$ cat src/rtl/cpu_defs_pkg.sv
// cpu_defs: shared definitions for the 5-stage MIPS core.
// Holds the register-file geometry, the default mult/div latencies and the
// opcode/funct values the ID decoder uses to build the ID_* hazard flags.
// No ports (package).
package cpu_defs;

  localparam int REG_ADDR_W = 5;
  localparam logic [REG_ADDR_W-1:0] REG_ZERO = '0;

  localparam int MULT_CYCLES_DEF = 4;
  localparam int DIV_CYCLES_DEF  = 32;

  localparam logic [5:0] OP_RTYPE = 6'h00;
  localparam logic [5:0] OP_BEQ   = 6'h04;
  localparam logic [5:0] OP_BNE   = 6'h05;
  localparam logic [5:0] OP_LW    = 6'h23;

  localparam logic [5:0] FN_MFHI  = 6'h10;
  localparam logic [5:0] FN_MFLO  = 6'h12;
  localparam logic [5:0] FN_MULT  = 6'h18;
  localparam logic [5:0] FN_MULTU = 6'h19;
  localparam logic [5:0] FN_DIV   = 6'h1a;
  localparam logic [5:0] FN_DIVU  = 6'h1b;

  // Decoder helpers that turn opcode/funct into the ID_* flags.
  function automatic logic is_muldiv(input logic [5:0] opcode, input logic [5:0] funct);
    return (opcode == OP_RTYPE) &&
           ((funct == FN_MULT) || (funct == FN_MULTU) ||
            (funct == FN_DIV)  || (funct == FN_DIVU));
  endfunction

  function automatic logic is_div(input logic [5:0] opcode, input logic [5:0] funct);
    return (opcode == OP_RTYPE) && ((funct == FN_DIV) || (funct == FN_DIVU));
  endfunction

  function automatic logic is_mfhilo(input logic [5:0] opcode, input logic [5:0] funct);
    return (opcode == OP_RTYPE) && ((funct == FN_MFHI) || (funct == FN_MFLO));
  endfunction

  function automatic logic is_branch(input logic [5:0] opcode);
    return (opcode == OP_BEQ) || (opcode == OP_BNE);
  endfunction

  function automatic logic is_load(input logic [5:0] opcode);
    return opcode == OP_LW;
  endfunction

endpackage

$ cat src/rtl/muldiv_sequencer.sv
// muldiv_sequencer: tracks the multi-cycle mult/div unit.
// Ports:
//   clk, rst_n     - core clock, asynchronous active-low reset
//   id_muldiv      - mult/div sitting in ID
//   id_is_div      - 1 = div, 0 = mult (qualifies id_muldiv)
//   stall          - pipeline stall request from the hazard logic
//   branch_taken   - ID instruction is being flushed
//   muldiv_start   - one-cycle launch pulse to the unit
//   muldiv_busy    - unit still computing (cnt != 0)
module muldiv_sequencer
  import cpu_defs::*;
#(
  parameter int MULT_CYCLES = MULT_CYCLES_DEF,
  parameter int DIV_CYCLES  = DIV_CYCLES_DEF,
  parameter int CNT_W       = 6
) (
  input  logic clk,
  input  logic rst_n,
  input  logic id_muldiv,
  input  logic id_is_div,
  input  logic stall,
  input  logic branch_taken,
  output logic muldiv_start,
  output logic muldiv_busy
);

  logic [CNT_W-1:0] cnt;

  // Launch only when the op actually leaves ID: not held by a stall and not
  // a wrong-path instruction being flushed. A second op while busy is held
  // by the md_wait stall, so a launch never lands on a running count.
  assign muldiv_start = id_muldiv & ~stall & ~branch_taken;

  // Remaining-cycle count: loaded with N-1 on launch so busy stays high for
  // exactly N-1 cycles after the start pulse, then counts down to zero.
  always_ff @(posedge clk or negedge rst_n) begin
    if (!rst_n) begin
      cnt <= '0;
    end else if (muldiv_start) begin
      cnt <= id_is_div ? CNT_W'(DIV_CYCLES - 1) : CNT_W'(MULT_CYCLES - 1);
    end else if (cnt != '0) begin
      cnt <= cnt - CNT_W'(1);
    end
  end

  assign muldiv_busy = (cnt != '0);

endmodule

$ cat src/rtl/hazard_controller.sv
// hazard_controller: pipeline sequencing for the 5-stage MIPS core.
// Holds PC and IF/ID, injects ID/EX bubbles and flushes IF/ID for the
// hazards forwarding cannot hide (load-use, ID-resolved branch operands,
// taken branches, mult/div latency) and counts stall cycles.
// Ports:
//   clk, rst_n                 - core clock, asynchronous active-low reset
//   IF_ID_RS/RT, ID_USES_RT    - source registers of the ID instruction
//   ID_BRANCH/MULDIV/IS_DIV/MFHILO - ID instruction class
//   ID_EX_RD/REGWRITE/MEMREAD  - EX instruction destination info
//   EX_MEM_RD/MEMREAD          - MEM instruction destination info
//   BRANCH_TAKEN               - taken branch/jump resolved this cycle
//   PC_WRITE, IF_ID_WRITE      - pipeline front-end enables
//   ID_EX_BUBBLE, IF_ID_FLUSH  - bubble / flush controls
//   MULDIV_START, MULDIV_BUSY  - mult/div launch pulse and busy status
//   STALL_COUNT                - saturating stall-cycle counter
module hazard_controller
  import cpu_defs::*;
#(
  parameter int REG_W       = REG_ADDR_W,
  parameter int MULT_CYCLES = MULT_CYCLES_DEF,
  parameter int DIV_CYCLES  = DIV_CYCLES_DEF,
  parameter int CNT_W       = 6,
  parameter int PERF_W      = 32
) (
  input  logic              clk,
  input  logic              rst_n,
  input  logic [REG_W-1:0]  IF_ID_RS,
  input  logic [REG_W-1:0]  IF_ID_RT,
  input  logic              ID_USES_RT,
  input  logic              ID_BRANCH,
  input  logic              ID_MULDIV,
  input  logic              ID_IS_DIV,
  input  logic              ID_MFHILO,
  input  logic [REG_W-1:0]  ID_EX_RD,
  input  logic              ID_EX_REGWRITE,
  input  logic              ID_EX_MEMREAD,
  input  logic [REG_W-1:0]  EX_MEM_RD,
  input  logic              EX_MEM_MEMREAD,
  input  logic              BRANCH_TAKEN,
  output logic              PC_WRITE,
  output logic              IF_ID_WRITE,
  output logic              ID_EX_BUBBLE,
  output logic              IF_ID_FLUSH,
  output logic              MULDIV_START,
  output logic              MULDIV_BUSY,
  output logic [PERF_W-1:0] STALL_COUNT
);

  logic ex_hit;
  logic mem_hit;
  logic load_use;
  logic br_ex;
  logic br_mem;
  logic md_wait;
  logic stall;

  // $0 is hardwired, so a write to it never creates a dependency.
  function automatic logic src_hit(input logic [REG_W-1:0] r,
                                   input logic [REG_W-1:0] rs,
                                   input logic [REG_W-1:0] rt,
                                   input logic             uses_rt);
    return (r != REG_W'(REG_ZERO)) && ((r == rs) || (uses_rt && (r == rt)));
  endfunction

  assign ex_hit  = src_hit(ID_EX_RD,  IF_ID_RS, IF_ID_RT, ID_USES_RT);
  assign mem_hit = src_hit(EX_MEM_RD, IF_ID_RS, IF_ID_RT, ID_USES_RT);

  // Branches compare in ID, so they need even ALU results before forwarding
  // could deliver them; a load feeding a branch is covered by br_ex then
  // br_mem on consecutive cycles without any extra state.
  assign load_use = ID_EX_MEMREAD & ex_hit;
  assign br_ex    = ID_BRANCH & ID_EX_REGWRITE & ex_hit;
  assign br_mem   = ID_BRANCH & EX_MEM_MEMREAD & mem_hit;
  assign md_wait  = (ID_MFHILO | ID_MULDIV) & MULDIV_BUSY;
  assign stall    = load_use | br_ex | br_mem | md_wait;

  // A taken branch must still fetch the target, so it overrides the hold.
  assign PC_WRITE     = ~stall | BRANCH_TAKEN;
  assign IF_ID_WRITE  = ~stall | BRANCH_TAKEN;
  assign ID_EX_BUBBLE = stall;
  assign IF_ID_FLUSH  = BRANCH_TAKEN;

  muldiv_sequencer #(
    .MULT_CYCLES (MULT_CYCLES),
    .DIV_CYCLES  (DIV_CYCLES),
    .CNT_W       (CNT_W)
  ) u_muldiv_sequencer (
    .clk          (clk),
    .rst_n        (rst_n),
    .id_muldiv    (ID_MULDIV),
    .id_is_div    (ID_IS_DIV),
    .stall        (stall),
    .branch_taken (BRANCH_TAKEN),
    .muldiv_start (MULDIV_START),
    .muldiv_busy  (MULDIV_BUSY)
  );

  // Stall cycles overridden by a flush are not real stalls and are skipped;
  // the counter sticks at all-ones instead of wrapping.
  always_ff @(posedge clk or negedge rst_n) begin
    if (!rst_n) begin
      STALL_COUNT <= '0;
    end else if (stall && !BRANCH_TAKEN && !(&STALL_COUNT)) begin
      STALL_COUNT <= STALL_COUNT + PERF_W'(1);
    end
  end

endmodule

$ cat config.mk
export PLATFORM = sky130hd
export DESIGN_NAME = hazard_controller
export DESIGN_NICKNAME = d
export VERILOG_FILES = /design/src/rtl/cpu_defs_pkg.sv /design/src/rtl/muldiv_sequencer.sv /design/src/rtl/hazard_controller.sv
export SDC_FILE = /design/constraint.sdc
export NUM_CORES = 1
export LEC_CHECK = 0
export ABC_CLOCK_PERIOD_IN_PS = 2700
export BUFFER_PORTS_ARGS = -buffer_cell sky130_fd_sc_hd__buf_2
export CAP_MARGIN = 20
export CORE_MARGIN = 5
export CORE_UTILIZATION = 51
export CTS_CLUSTER_DIAMETER = 100
export DETAILED_ROUTE_END_ITERATION = 16
export HOLD_SLACK_MARGIN = 0.05
export PLACE_DENSITY = 0.8
export SLEW_MARGIN = 20
export SYNTH_ARGS = -nofsm -noshare
export SYNTH_HDL_FRONTEND = slang
export SYNTH_SLANG_ARGS = --single-unit
$ cat constraint.sdc
create_clock -name clk -period 2.7 [get_ports clk]
set_clock_uncertainty 0.1 [all_clocks]
set_input_delay 0.27 -clock clk [delete_from_list [all_inputs] [get_ports clk]]
set_output_delay 0.27 -clock clk [all_outputs]
set_load 0.02 [all_outputs]
==> After elaboration in Yosys (flattened, before gate mapping) <==
Cells that the tools add are included.
{ "word_totals": {"reg_bits": 38, "inputBits": 31, "output_inout_bits": 38} }
{ "op_classes": {"n_addsub": 2, "n_eq_ne": 4, "muxes": 3, "n_bitwise": 15, "n_reduce_logical": 15} }
{ "op_table": {"columns": ["operator", "n"], "rows": [
  ["$add 32x1->32 const B", 1],
  ["$reduce_and 32->1", 1],
  ["$eq 5x5->1", 4],
  ["$mux 6", 2],
  ["$reduce_bool 5->1", 2],
  ["$and 1x1->1", 8],
  ["$logic_and 1x1->1", 6],
  ["$reduce_bool 6->1", 1],
  ["$sub 6x1->6 const B", 1],
  ["$mux 5", 1],
  ["$or 1x1->1", 5],
  ["$logic_not 1->1", 2],
  ["$logic_or 1x1->1", 2],
  ["$not 1->1", 2],
  ["$reduce_bool 2->1", 1]
]} }

==> Depth between registers and ports, before layout <==
{ "depth": {"ltp_word": 12, "depth_mapped": 13, "depth_no_buf": 11} }

==> Cells and area by module <==
From an unflattened synthesis, not the netlist that was laid out.
{ "hier_totals": {"cells_unflattened": 232, "hier_area_um2": 2414.8} }
{ "by_module_without_submodules": {"columns": ["module", "instances", "cells_each", "area_per_inst_um2", "seq_area_each_um2"], "rows": [
  ["hazard_controller", 1, 199, 2064.5, 800.8],
  ["muldiv_sequencer", 1, 33, 350.3, 150.1]
]} }

==> Worst setup path before layout <==
OpenSTA, ideal clock, no wires.
{ "synth_timing": {"kind": "flip-flop to flip-flop", "startpoint": "register u_muldiv_sequencer.cnt[0]", "endpoint": "register STALL_COUNT[17]", "arrival_time_ns": 2.321, "slack_ns": 0.147, "path_stages_with_launch": 14, "n_path_buf": 2, "period_less_slack_ns": 2.553, "path_cell_list": "dfrtp_1 > inv_1 > ha_1 > nand2b_1 > nor4_2 > inv_1 > o21ai_0 > o221a_2 > inv_2 > nand3_1 > buf_4 > buf_4 > nor3_1 > xor2_1"} }
{ "synth_between": {"elab_chain_cells": 5} }
{ "synth_lines": {"columns": ["item", "line", "source"], "rows": [
  ["start: declaration", "muldiv_sequencer.sv:27", "logic [CNT_W-1:0] cnt;"],
  ["start signal: assignment", "muldiv_sequencer.sv:40", "cnt <= id_is_div ? CNT_W'(DIV_CYCLES - 1) : CNT_W'(MULT_CYCLES - 1);"],
  ["start signal: assignment", "muldiv_sequencer.sv:42", "cnt <= cnt - CNT_W'(1);"],
  ["$reduce_bool 6->1", "muldiv_sequencer.sv:46", "assign muldiv_busy = (cnt != '0);"],
  ["net MULDIV_BUSY", "hazard_controller.sv:45", "output logic MULDIV_BUSY,"],
  ["$and 1x1->1", "hazard_controller.sv:74", "assign md_wait = (ID_MFHILO | ID_MULDIV) & MULDIV_BUSY;"],
  ["$or 1x1->1", "hazard_controller.sv:75", "assign stall = load_use | br_ex | br_mem | md_wait;"],
  ["net ID_EX_BUBBLE", "hazard_controller.sv:42", "output logic ID_EX_BUBBLE,"],
  ["$logic_and 1x1->1 (2 in series)", "hazard_controller.sv:103", "end else if (stall && !BRANCH_TAKEN && !(&STALL_COUNT)) begin"],
  ["end signal: assignment", "hazard_controller.sv:104", "STALL_COUNT <= STALL_COUNT + PERF_W'(1);"],
  ["end: declaration", "hazard_controller.sv:46", "output logic [PERF_W-1:0] STALL_COUNT"]
]} }
The timed path passes the listed nets, and every way through them passes these cells.
A chain may end at the register's enable or synchronous reset.

==> Worst setup path after layout <==
{ "layout_timing": {"startpoint": "register STALL_COUNT[4]", "endpoint": "register STALL_COUNT[27]"} }
{ "layout_between": {"elab_chain_cells": 3, "word_cells_on_any_way": 4, "cone_classes": "add/sub (1); reduce/logical (3)"} }
{ "layout_lines": {"columns": ["item"], "rows": [
  ["branches (longest 3 deep; another with $add 32x1->32)"]
]} }
Several ways; the timed one is not identified.

==> results by group <==
Global routing
  • Initial antenna violation count: 0
  • Global routing's busiest layer: met2
  • Grt met1 use: 0.233
  • Number of global-route vias before repair: around 1800
  • Largest net degree at the start of global routing: 39
  • First-pass GRT wire length: 8.10 mm
  • Total track usage: 0.185
  • Remaining Overflow, GRT: 0
  • Met3 GRT Util: 0.0422
  • Met2 usage: 0.306

Power
  • Worst VDD drop: roughly 0.00036 V
  • Leakage power: between 1 and 1.5 nW
  • PwrDens: 639 nW/µm²
  • Clock network power share: 0.265
  • Comb power frac: 0.285
  • Flop pwr share: 0.450
  • P_sw: about 0.0006 W
  • P_int: approximately 0.0012 W
  • Sw frac: 0.336

STA
  • Final setup violation count: 0
  • Period Utilization, post-route: 0.922
  • Min cycle time layout: between 2 and 2.5 ns
  • Worst Tran Pin Value: 0.837 ns
  • RSZ-0062 raised after global routing: false
  • Relative slew slack: 0.442
  • Slew Viols, Final: 0
  • Setup TNS: 0 ns
  • Final hold violation count: 0
  • Peak Freq: 402 MHz

Die
  • # rows: 24
  • Starting Density: 0.518
  • Vert. Die Dim: 75.8 µm
  • Die X: about 76 µm
  • Core Area: about 4300 µm²
  • Ports: between 60 and 70
  • Die area: between 5000 and 6000 µm²

Synthesis
  • Ys async rst share: 1.00
  • Yosys Warn Count: 0
  • Post-Syn Instances: approximately 220
  • Synthesized flop and latch total: 38
  • Dominant cells by area after synthesis: dfrtp_1, xor2_1, nor3_1
  • EDFF count, synth: 0
  • Synth area leader: dfrtp_1
  • Top cell type's share of synthesized area: 0.430
  • Post-synth design cell area: roughly 2200 µm²
  • Synth cell count leaders: xor2_1, dfrtp_1, nand2_1, nor3_1
  • Count leader, synth: xor2_1
  • Syn avg cell area: 10.1 µm²
  • Synth unique cells: 39
  • Mapped Nets: 251
  • Top_reg_cell synth: dfrtp_1
  • Fraction of the yosys area taken by sequential cells: 0.430

Finish
  • Inserted Diodes: 0
  • Layout area overhead: 23.4%
  • Share of cells above drive strength 1: 0.324
  • Layout net count: approximately 330
  • Final core occ: 0.640

Critical path
  • Worst path slowest cell: or3_1
  • Crit start category: register
  • Origin of the critical flop-to-flop path: STALL_COUNT[4]
  • Critical setup path kind: reg -> reg
  • Critical Path Fanout Max: 7
  • Worst Path Arrival: about 2.6 ns
  • Crit. path cell count: 7
  • CP delay by family, top: simple AND/OR/NAND/NOR gates
  • Buffer and inverter count on the worst path: 0
  • Worst path required time: between 2 and 3 ns
  • Critical R2R Capture: STALL_COUNT[27]
  • Crit. Startpoint: STALL_COUNT[4]
  • Critical Path Sink: STALL_COUNT[27]
  • Worst R2R Path Depth: 7
  • Element type at the critical path end: register
  • Crit-path max cell delay: approximately 0.56 ns
  • Sequence of cells on the critical path: nand3_2 -> nor2_4 -> nand3_4 -> or3_4 -> or3_1 -> nor4_4 -> xor2_1
  • R2R Setup Slk: approximately 0.21 ns

Detailed routing
  • WL/cell: 14.4 µm
  • Vias per cell: between 5 and 6
  • Initial DRC count: 188
  • Detail Route Antenna Nets: 0
  • Drc violations: 0
  • Total Routed Length: approximately 5 mm
  • Initial DRT Pass Iterations: 4
  • Vias: about 1800

Clocking
  • Root Buffer: clkbuf_8
  • Clk_lat worst skew: 0.28 ns
  • Post-CTS Setup Bufs: 0
  • CTS buffer count: 5
  • TritonCTS clock tree: yes
  • Bufs on Longest Clock Path: 2
  • CTS clk-pin slew, worst paths: around 0.070 ns
  • CTS sink count: 38
  • Htree depth: 2

Hold path
  • Worst hold path type: in -> reg

Placed design
  • Port buffer count: 68
  • GP Congestion: 0.878
  • Final HPWL DP: 3.89 mm

Status
  • Status: finished clean

Flow run
  • Total of max-cap violations: 0
sequential cells by signal (all words and copies together) (netlist names):
register and count:
u_muldiv_sequencer.cnt 6, STALL_COUNT 32
area by class of cell:
| cell class | instances | area, µm² |
|---|---|---|
| fillers | 361 | 1540 |
| multi-input cells | 165 | 1180 |
| clock buffers | 7 | 76.3 |
| inverters | 9 | 33.8 |
| clock inverters | 1 | 30.0 |
| repair buffers | 73 | 393 |
| well taps | 52 | 65.1 |
| flip-flops and latches | 38 | 951 |
per-layer routing:
metal  routed length, µm  vias up
li1                    -      905
met1                2170      882
met2                2510       44
met3                 221       10
met4                  82        0
met5                   0        -
tightest hold or removal path, stage by stage:
cell and delay (ns):
buf_2 0.08, nand2_1 0.06, nand3_1 0.07
cells by family (layout without fill, tap and decap cells):
kind of cell / after synthesis / in the layout / synth area share
simple gates: 96 / 96 / 0.266
flops: 38 / 38 / 0.430
buf+inv: 15 / 90 / 0.0362
compound gates: 13 / 13 / 0.0408
mux: 1 / 1 / 0.00510
xor+xnor: 53 / 53 / 0.210
fa+ha+maj: 2 / 2 / 0.0113
timing repair:
item / CTS / global route
hold buffers: 1 / 0
resized for setup: 0 / 0
hold endpoints to repair: 38 / 0
how the worst min path moves through the flow:
stage / startpoint / endpoint / slack, ns / cells past startpoint
3_5_place_dp: rst_n / u_muldiv_sequencer.cnt[1] / 0.32 / 1
5_1_grt: ID_IS_DIV / u_muldiv_sequencer.cnt[4] / 0.14 / 3
3_3_place_gp: rst_n / u_muldiv_sequencer.cnt[3] / 0.32 / 1
6_report: ID_IS_DIV / u_muldiv_sequencer.cnt[4] / 0.13 / 3
4_1_cts: ID_IS_DIV / u_muldiv_sequencer.cnt[4] / 0.12 / 3
2_1_floorplan: rst_n / STALL_COUNT[0] / -0.13 / 0
placed cells by master (no fill, tap or decap), types with 2 or more instances in the layout:
cell,n
buf_2,68
xor2_1,44
dfrtp_1,38
nor3_1,18
nand2_1,18
nor2_1,11
nand3_1,11
xnor2_1,9
inv_1,8
nand4_1,8
o21ai_0,6
nor4_1,5
clkbuf_8,5
or4_1,3
nor3_2,3
buf_4,3
nand2b_1,2
a32oi_1,2
nand3_2,2
and3_2,2
and4_1,2
nor4_4,2
ha_1,2
clkbuf_1,2
power groups by stage:
stage                     Sequential [W]  Clock (W)  Combinational, W
final                           0.000784   0.000462          0.000496
after global routing            0.000802   0.000499          0.000553
after CTS                       0.000782   0.000474          0.000504
after detailed placement        0.000792          0          0.000500
after global placement          0.000789          0          0.000485
after floorplan                 0.000832          0          0.000279
per-stage QoR:
step,std cells,power [W],worst slack (ns),cell area [µm²],hold slack (ns)
floorplan,218,0.00111,0.147,2210,-0.126
global placement,336,0.00127,0.277,2610,0.324
detailed placement,336,0.00129,0.206,2610,0.321
CTS,345,0.00176,0.190,2730,0.122
global route,345,0.00185,0.0701,2730,0.139
finish,345,0.00174,0.210,2730,0.125
Note: power is estimated with default switching activity, not from simulation.
